==> config.mk <==
export PLATFORM = sky130hd
export DESIGN_NAME = alu_seq
export DESIGN_NICKNAME = d
export VERILOG_FILES = /design/src/rtl/alu_seq_pkg.sv /design/src/rtl/seq_multiplier.sv /design/src/rtl/alu_seq.sv
export SDC_FILE = /design/constraint.sdc
export NUM_CORES = 1
export LEC_CHECK = 0
export CELL_PAD_IN_SITES_DETAIL_PLACEMENT = 0
export CELL_PAD_IN_SITES_GLOBAL_PLACEMENT = 1
export CORE_MARGIN = 2
export CORE_UTILIZATION = 43
export CTS_BUF_LIST = sky130_fd_sc_hd__clkbuf_8
export DETAILED_ROUTE_END_ITERATION = 10
export PLACE_DENSITY_LB_ADDON = 0.3
export RECOVER_POWER = 50
export SLEW_MARGIN = 10
export SYNTH_ARGS = -nofsm -noshare
export SYNTH_HDL_FRONTEND = slang
export SYNTH_SLANG_ARGS = --single-unit
export TNS_END_PERCENT = 20
==> constraint.sdc <==
create_clock -name clock -period 3 [get_ports clock]
set_input_delay 0.45 -clock clock [delete_from_list [all_inputs] [get_ports clock]]
set_output_delay 0.45 -clock clock [all_outputs]
set_load 0.005 [all_outputs]
==> src/rtl/alu_seq_pkg.sv <==
// Shared opcode and state definitions for the registered sequential ALU (alu_seq).
package alu_seq_pkg;

    localparam logic [2:0] OP_ADD   = 3'b000;
    localparam logic [2:0] OP_XNAND = 3'b001;
    localparam logic [2:0] OP_ANY   = 3'b010;
    localparam logic [2:0] OP_SPLIT = 3'b011;
    localparam logic [2:0] OP_SHL   = 3'b100;
    localparam logic [2:0] OP_SHR   = 3'b101;
    localparam logic [2:0] OP_MUL   = 3'b110;
    localparam logic [2:0] OP_RSV   = 3'b111;

    typedef enum logic {
        ST_IDLE = 1'b0,
        ST_MUL  = 1'b1
    } state_t;

endpackage

==> src/rtl/seq_multiplier.sv <==
// Iterative LSB-first shift-add multiplier: one multiplier bit per clock, WIDTH clocks per product.
// done/product are valid in the cycle whose closing edge finishes the multiply, so the owner registers them.
module seq_multiplier
    import alu_seq_pkg::*;
#(
    parameter int WIDTH = 4
) (
    input  logic                 clock,
    input  logic                 reset,
    input  logic                 start,
    input  logic [WIDTH-1:0]     a,
    input  logic [WIDTH-1:0]     b,
    output logic                 busy,
    output logic                 done,
    output logic [2*WIDTH-1:0]   product
);

    localparam int CW = $clog2(WIDTH);
    localparam logic [CW-1:0] CNT_INIT = CW'(WIDTH - 1);

    state_t               state;
    state_t               state_next;
    logic [2*WIDTH-1:0]   multiplicand;
    logic [2*WIDTH-1:0]   partial;
    logic [2*WIDTH-1:0]   addend;
    logic [WIDTH-1:0]     multiplier;
    logic [CW-1:0]        count;

    always_ff @(posedge clock) begin
        if (reset) begin
            state <= ST_IDLE;
        end else begin
            state <= state_next;
        end
    end

    // NOTE: every variable assigned in always_comb gets a default first, otherwise a latch is inferred.
    always_comb begin
        state_next = state;
        case (state)
            ST_IDLE: if (start)         state_next = ST_MUL;
            ST_MUL:  if (count == '0)   state_next = ST_IDLE;
            default:                    state_next = ST_IDLE;
        endcase
    end

    always_comb begin
        busy = (state == ST_MUL);
        done = (state == ST_MUL) && (count == '0);
    end

    // The multiplicand is pre-shifted each step, equivalent to shifting by (WIDTH-1-count).
    assign addend  = multiplier[0] ? multiplicand : '0;
    assign product = partial + addend;

    // NOTE: sequential state uses non-blocking assignments so every register samples pre-edge values.
    always_ff @(posedge clock) begin
        if (reset) begin
            multiplicand <= '0;
            multiplier   <= '0;
            partial      <= '0;
            count        <= '0;
        end else if (state == ST_IDLE && start) begin
            multiplicand <= {{WIDTH{1'b0}}, a};
            multiplier   <= b;
            partial      <= '0;
            count        <= CNT_INIT;
        end else if (state == ST_MUL) begin
            partial      <= product;
            multiplicand <= multiplicand << 1;
            multiplier   <= multiplier >> 1;
            count        <= count - 1'b1;
        end
    end

endmodule

==> src/rtl/alu_seq.sv <==
// Registered WIDTH-bit ALU with accumulator feedback, shifts and a multi-cycle multiply.
// Build option: define ALU_SEQ_SAT_EN to make ADD saturate at 2^WIDTH-1.
module alu_seq
    import alu_seq_pkg::*;
#(
    parameter int WIDTH = 4,
    parameter int SHW   = $clog2(WIDTH)
) (
    input  logic                 clock,
    input  logic                 reset,
    input  logic                 start,
    input  logic [2:0]           op,
    input  logic [WIDTH-1:0]     a,
    input  logic [WIDTH-1:0]     b,
    input  logic                 use_acc,
    output logic                 busy,
    output logic                 done,
    output logic [2*WIDTH-1:0]   result,
    output logic                 zero
);

    logic [WIDTH-1:0]     bop;
    logic [SHW-1:0]       shamt;
    logic [WIDTH:0]       sum;
    logic [2*WIDTH-1:0]   alu_value;
    logic                 accept;
    logic                 mul_start;
    logic                 mul_done;
    logic [2*WIDTH-1:0]   mul_product;

    assign bop       = use_acc ? result[WIDTH-1:0] : b;
    assign shamt     = a[SHW-1:0];
    assign accept    = start && !busy;
    assign mul_start = accept && (op == OP_MUL);

    seq_multiplier #(.WIDTH(WIDTH)) u_mul (
        .clock   (clock),
        .reset   (reset),
        .start   (mul_start),
        .a       (a),
        .b       (bop),
        .busy    (busy),
        .done    (mul_done),
        .product (mul_product)
    );

    always_comb begin
        sum       = {1'b0, a} + {1'b0, bop};
        alu_value = '0;
        case (op)
            OP_ADD: begin
`ifdef ALU_SEQ_SAT_EN
                alu_value = {{WIDTH{1'b0}}, sum[WIDTH] ? {WIDTH{1'b1}} : sum[WIDTH-1:0]};
`else
                alu_value = {{(WIDTH-1){1'b0}}, sum};
`endif
            end
            OP_XNAND: alu_value = {~(a & bop), ~(a ^ bop)};
            OP_ANY:   alu_value = {{WIDTH{1'b0}}, {WIDTH{|{a, bop}}}};
            OP_SPLIT: alu_value = {a, ~bop};
            OP_SHL:   alu_value = {{WIDTH{1'b0}}, bop} << shamt;
            OP_SHR:   alu_value = {{WIDTH{1'b0}}, bop >> shamt};
            OP_MUL:   alu_value = '0;
            OP_RSV:   alu_value = '0;
            default:  alu_value = '0;
        endcase
    end

    // A finishing multiply and a new accept never coincide: busy is still high on the last step.
    always_ff @(posedge clock) begin
        if (reset) begin
            result <= '0;
            done   <= 1'b0;
        end else if (mul_done) begin
            result <= mul_product;
            done   <= 1'b1;
        end else if (accept && (op != OP_MUL)) begin
            result <= alu_value;
            done   <= 1'b1;
        end else begin
            done   <= 1'b0;
        end
    end

    assign zero = (result == '0);

endmodule

==> PnR_summary.wiki <==
{| class="wikitable"
! Metric !! Value
|-
| Run status || finished, final reports clean
|-
| Setup tns final || 0 ns
|-
| Most common cell in the netlist || dfxtp_1
|-
| Total die area || between 0.006 and 0.007 mm2
|-
| Floorplan row count || 26
|-
| Sequential share of the synthesized area || between 20% and 30%
|-
| Number of cells traversed by the worst register-to-register path || 9
|-
| Number of antenna violations at the first check in global routing || 0
|-
| Setup violation total in the final timing report || 0
|-
| Hold buffer count at cts || 0
|-
| Number of diodes || 0
|-
| Post-synth top cells || 32 x dfxtp_1, 27 x nand2_1, 26 x nor2_1, 25 x a21oi_1, 13 x ha_1
|-
| Most instantiated flip-flop cell in the synthesis netlist || dfxtp_1
|-
| Yosys cell types || 54
|-
| Async set or reset register ratio after synthesis || 0%
|-
| Critical path peak fanout || 5
|-
| Unrepaired setup endpoints after global routing || no
|-
| Post-cts sizing count || 0
|-
| Class of the most critical hold timing path || reg -> reg
|-
| Met2 demand-to-capacity share in global routing || about a third
|-
| Leakage || approximately 1.1 nW
|-
| Die boundary width || between 70 and 80 um
|-
| Worst reg2reg startpoint || u_mul.multiplier[0]
|-
| TritonCTS sink count || 32
|-
| Power per cell area || roughly 360 mW/mm2
|-
| Most area-consuming cells after synthesis || dfxtp_1 27%, ha_1 7.0%, a21oi_1 5.4%
|-
| Clock latency at the later pin of the worst-skew pair || between 0.2 and 0.3 ns
|-
| Maximum number of buffers from clock root to sink || 2
|-
| Critical path endpoint || result[2]
|-
| Number of global-route vias before repair || between 2000 and 2500
|-
| Summed instance area of the synthesized netlist || around 0.0023 mm2
|-
| Die H || 77.73 um
|-
| Detailed-route DRC error count || 0
|-
| Filler Cells Inserted || around 540
|-
| Flop2flop setup slack || slightly above 0.6 ns
|-
| Count of vias placed by the detailed router || roughly 2200
|-
| Final-stage net count || around 350
|-
| Layout area overhead || 18.79%
|-
| Peak supply drop || between 0.2 and 0.25 mV
|-
| Gate count of the mapped netlist || about 300
|-
| Detailed-placement wirelength estimate || 4876 um
|-
| Routed length per placed instance || ~16 um
|-
| Crit start category || input port
|-
| Least-Margin Pin Slew || 0.5410 ns
|-
| Area fraction of the dominant cell type after synthesis || 27.41%
|-
| Fraction of met1 tracks used by global routing || between 30% and 40%
|-
| Net count after synthesis || 325
|-
| Number of nets with antenna violations after detailed routing || 0
|-
| Router iterations before antenna repair || 4
|-
| Critical Path Sink Type || register
|-
| Post-CTS setup buffer count || 0
|-
| Cell type contributing the most total cell area after synthesis || dfxtp_1
|-
| Combined global-route utilization of all metal layers || around 22%
|-
| Number of synthesized register bits || 32
|-
| Synthesized area per cell || ~7.9 um2
|-
| Maximum operating frequency || 393.5 MHz
|-
| Largest net degree at the start of global routing || 25
|-
| Starting Density || 45.19%
|-
| Max-cap check violation count || 0
|-
| Clock root buffer || clkbuf_8
|-
| Number of synthesized flops with an enable pin || 0
|-
| Number of DRC violations after detailed-routing iteration 0 || 130
|-
| RR Endpoint || u_mul.partial[6]
|-
| Number of ports placed on the die boundary || 26
|-
| Count of input and output buffers || 25
|-
| Final-report hold violation count || 0
|-
| Met3 Track Usage GR || under 10%
|-
| First-pass GRT wire length || 10720 um
|-
| Routed wire length || roughly 6300 um
|-
| Via density per instance || about 5.7
|-
| Fraction of layout cells with a size suffix above 1 || 8.951%
|-
| Required arrival time at the worst endpoint || 3.14 ns
|-
| TritonCTS clock tree || done
|-
| Placer Congestion || just over 0.9
|-
| Max Slew Vio Count || 0
|-
| Worst hold stages || 2
|-
| Count of yosys warnings during synthesis || 0
|-
| Core ar. || a little over 0.005 mm2
|-
| Arrival time worst endpoint || 2.69 ns
|-
| Startpoint-to-endpoint class of the critical path || in -> reg
|-
| Clock edge transition at the registers on the reported setup and hold paths || ~0.06 ns
|-
| Total clock buffers created by CTS || 5
|-
| Critical Path Source || use_acc
|-
| GRT busiest layer || met2
|-
| Worst slew slack as a fraction of its limit || 63.44%
|-
| H-tree depth || 2
|-
| Aggregate global routing overflow || 0
|-
| Fin util || between 50% and 60%
|-
| Final min period || ~2.5 ns
|-
| Portion of the clock cycle consumed by the worst path in the final layout || ~85%
|-
| Max Clock Skew || between 0.002 and 0.0025 ns
|-
| Startpoint of the most critical hold path || u_mul.multiplicand[3]
|}
-- cell type report --
type,count,area [um2],area share (%)
multi-input cells,231,1570,56.56
clock inverters,2,8.758,0.3155
flip-flops and latches,32,640.6,23.07
inverters,15,56.30,2.028
clock buffers,5,68.82,2.479
repair buffers,39,344.1,12.39
well taps,70,87.58,3.155
-- power breakdown --
group	internal, mW	leakage (nW)	switching [mW]	total (mW)
clock network	0.154	0.0452	0.153	0.307
registers	0.438	0.260	0.0125	0.451
logic	0.110	0.777	0.127	0.236
total	0.702	1.08	0.292	0.994
-- routing by layer --
| layer | routed length [um] | part of all wire [%] |
|---|---|---|
| met5 | 0 | 0 |
| met4 | 36 | 0.57 |
| met3 | 356 | 5.7 |
| met2 | 2732 | 44 |
| met1 | 3154 | 50 |
-- worst min-delay path by stage --
stage                             to  slack (ns)
2_1_floorplan       u_mul.partial[7]        0.44
3_3_place_gp   u_mul.multiplicand[3]        0.46
3_5_place_dp   u_mul.multiplicand[2]        0.47
4_1_cts        u_mul.multiplicand[2]        0.48
5_1_grt        u_mul.multiplicand[3]        0.50
6_report       u_mul.multiplicand[3]        0.47
-- per-stage QoR --
step | worst slack [ns] | power, mW | instances | area, um2 | hold WS, ns
2_1_floorplan | 0.9039 | 0.5976 | 295 | 2337 | 0.4439
3_3_place_gp | 0.2595 | 0.6995 | 387 | 2710 | 0.4615
3_5_place_dp | 0.2164 | 0.6990 | 387 | 2710 | 0.4677
4_1_cts | 0.5005 | 1.006 | 394 | 2788 | 0.4770
5_1_grt | 0.3578 | 1.044 | 394 | 2776 | 0.4995
6_report | 0.4586 | 0.9943 | 394 | 2776 | 0.4740
-- state kept, by name, summed over array words and instances (netlist names) --
name                count
result                  8
u_mul.partial           8
u_mul.busy              1
done                    1
u_mul.multiplicand      8
u_mul.multiplier        4
u_mul.count             2
-- cell usage in the layout, fill, tap and decap left out, types with 3 or more instances in the layout --
master	n
a211oi_1	6
a21oi_1	25
a22oi_1	4
a31oi_1	6
and2_1	7
and3_1	3
buf_4	11
clkbuf_1	3
clkbuf_8	5
clkdlybuf4s50_1	15
dfxtp_1	32
dlygate4sd3_1	10
ha_1	13
inv_1	13
inv_2	3
mux2i_1	12
nand2_1	27
nand2b_1	7
nand3_1	11
nand3b_1	7
nor2_1	26
nor2b_1	9
nor3_1	4
o21ai_0	7
o22ai_1	8
or3_1	5
xnor2_1	4
-- critical path, stage by stage --
cell	delay (ns)
clkdlybuf4s50_1	0.61
mux2i_2	0.37
inv_2	0.07
buf_4	0.16
nor4_4	0.28
a211oi_2	0.14
nor4bb_1	0.49
o22ai_1	0.11
-- logic make-up after synthesis --
logic type / share of synthesized area [%]
adder cells (fa/ha/maj): 8.673
multiplexers: 6.799
XOR/XNOR: 2.837
buffers and inverters: 5.406
AND/OR/NAND/NOR: 26.93
AO/OA/AOI/OAI: 21.95
flip-flops: 27.41
Power figures use the tool's default switching activity.
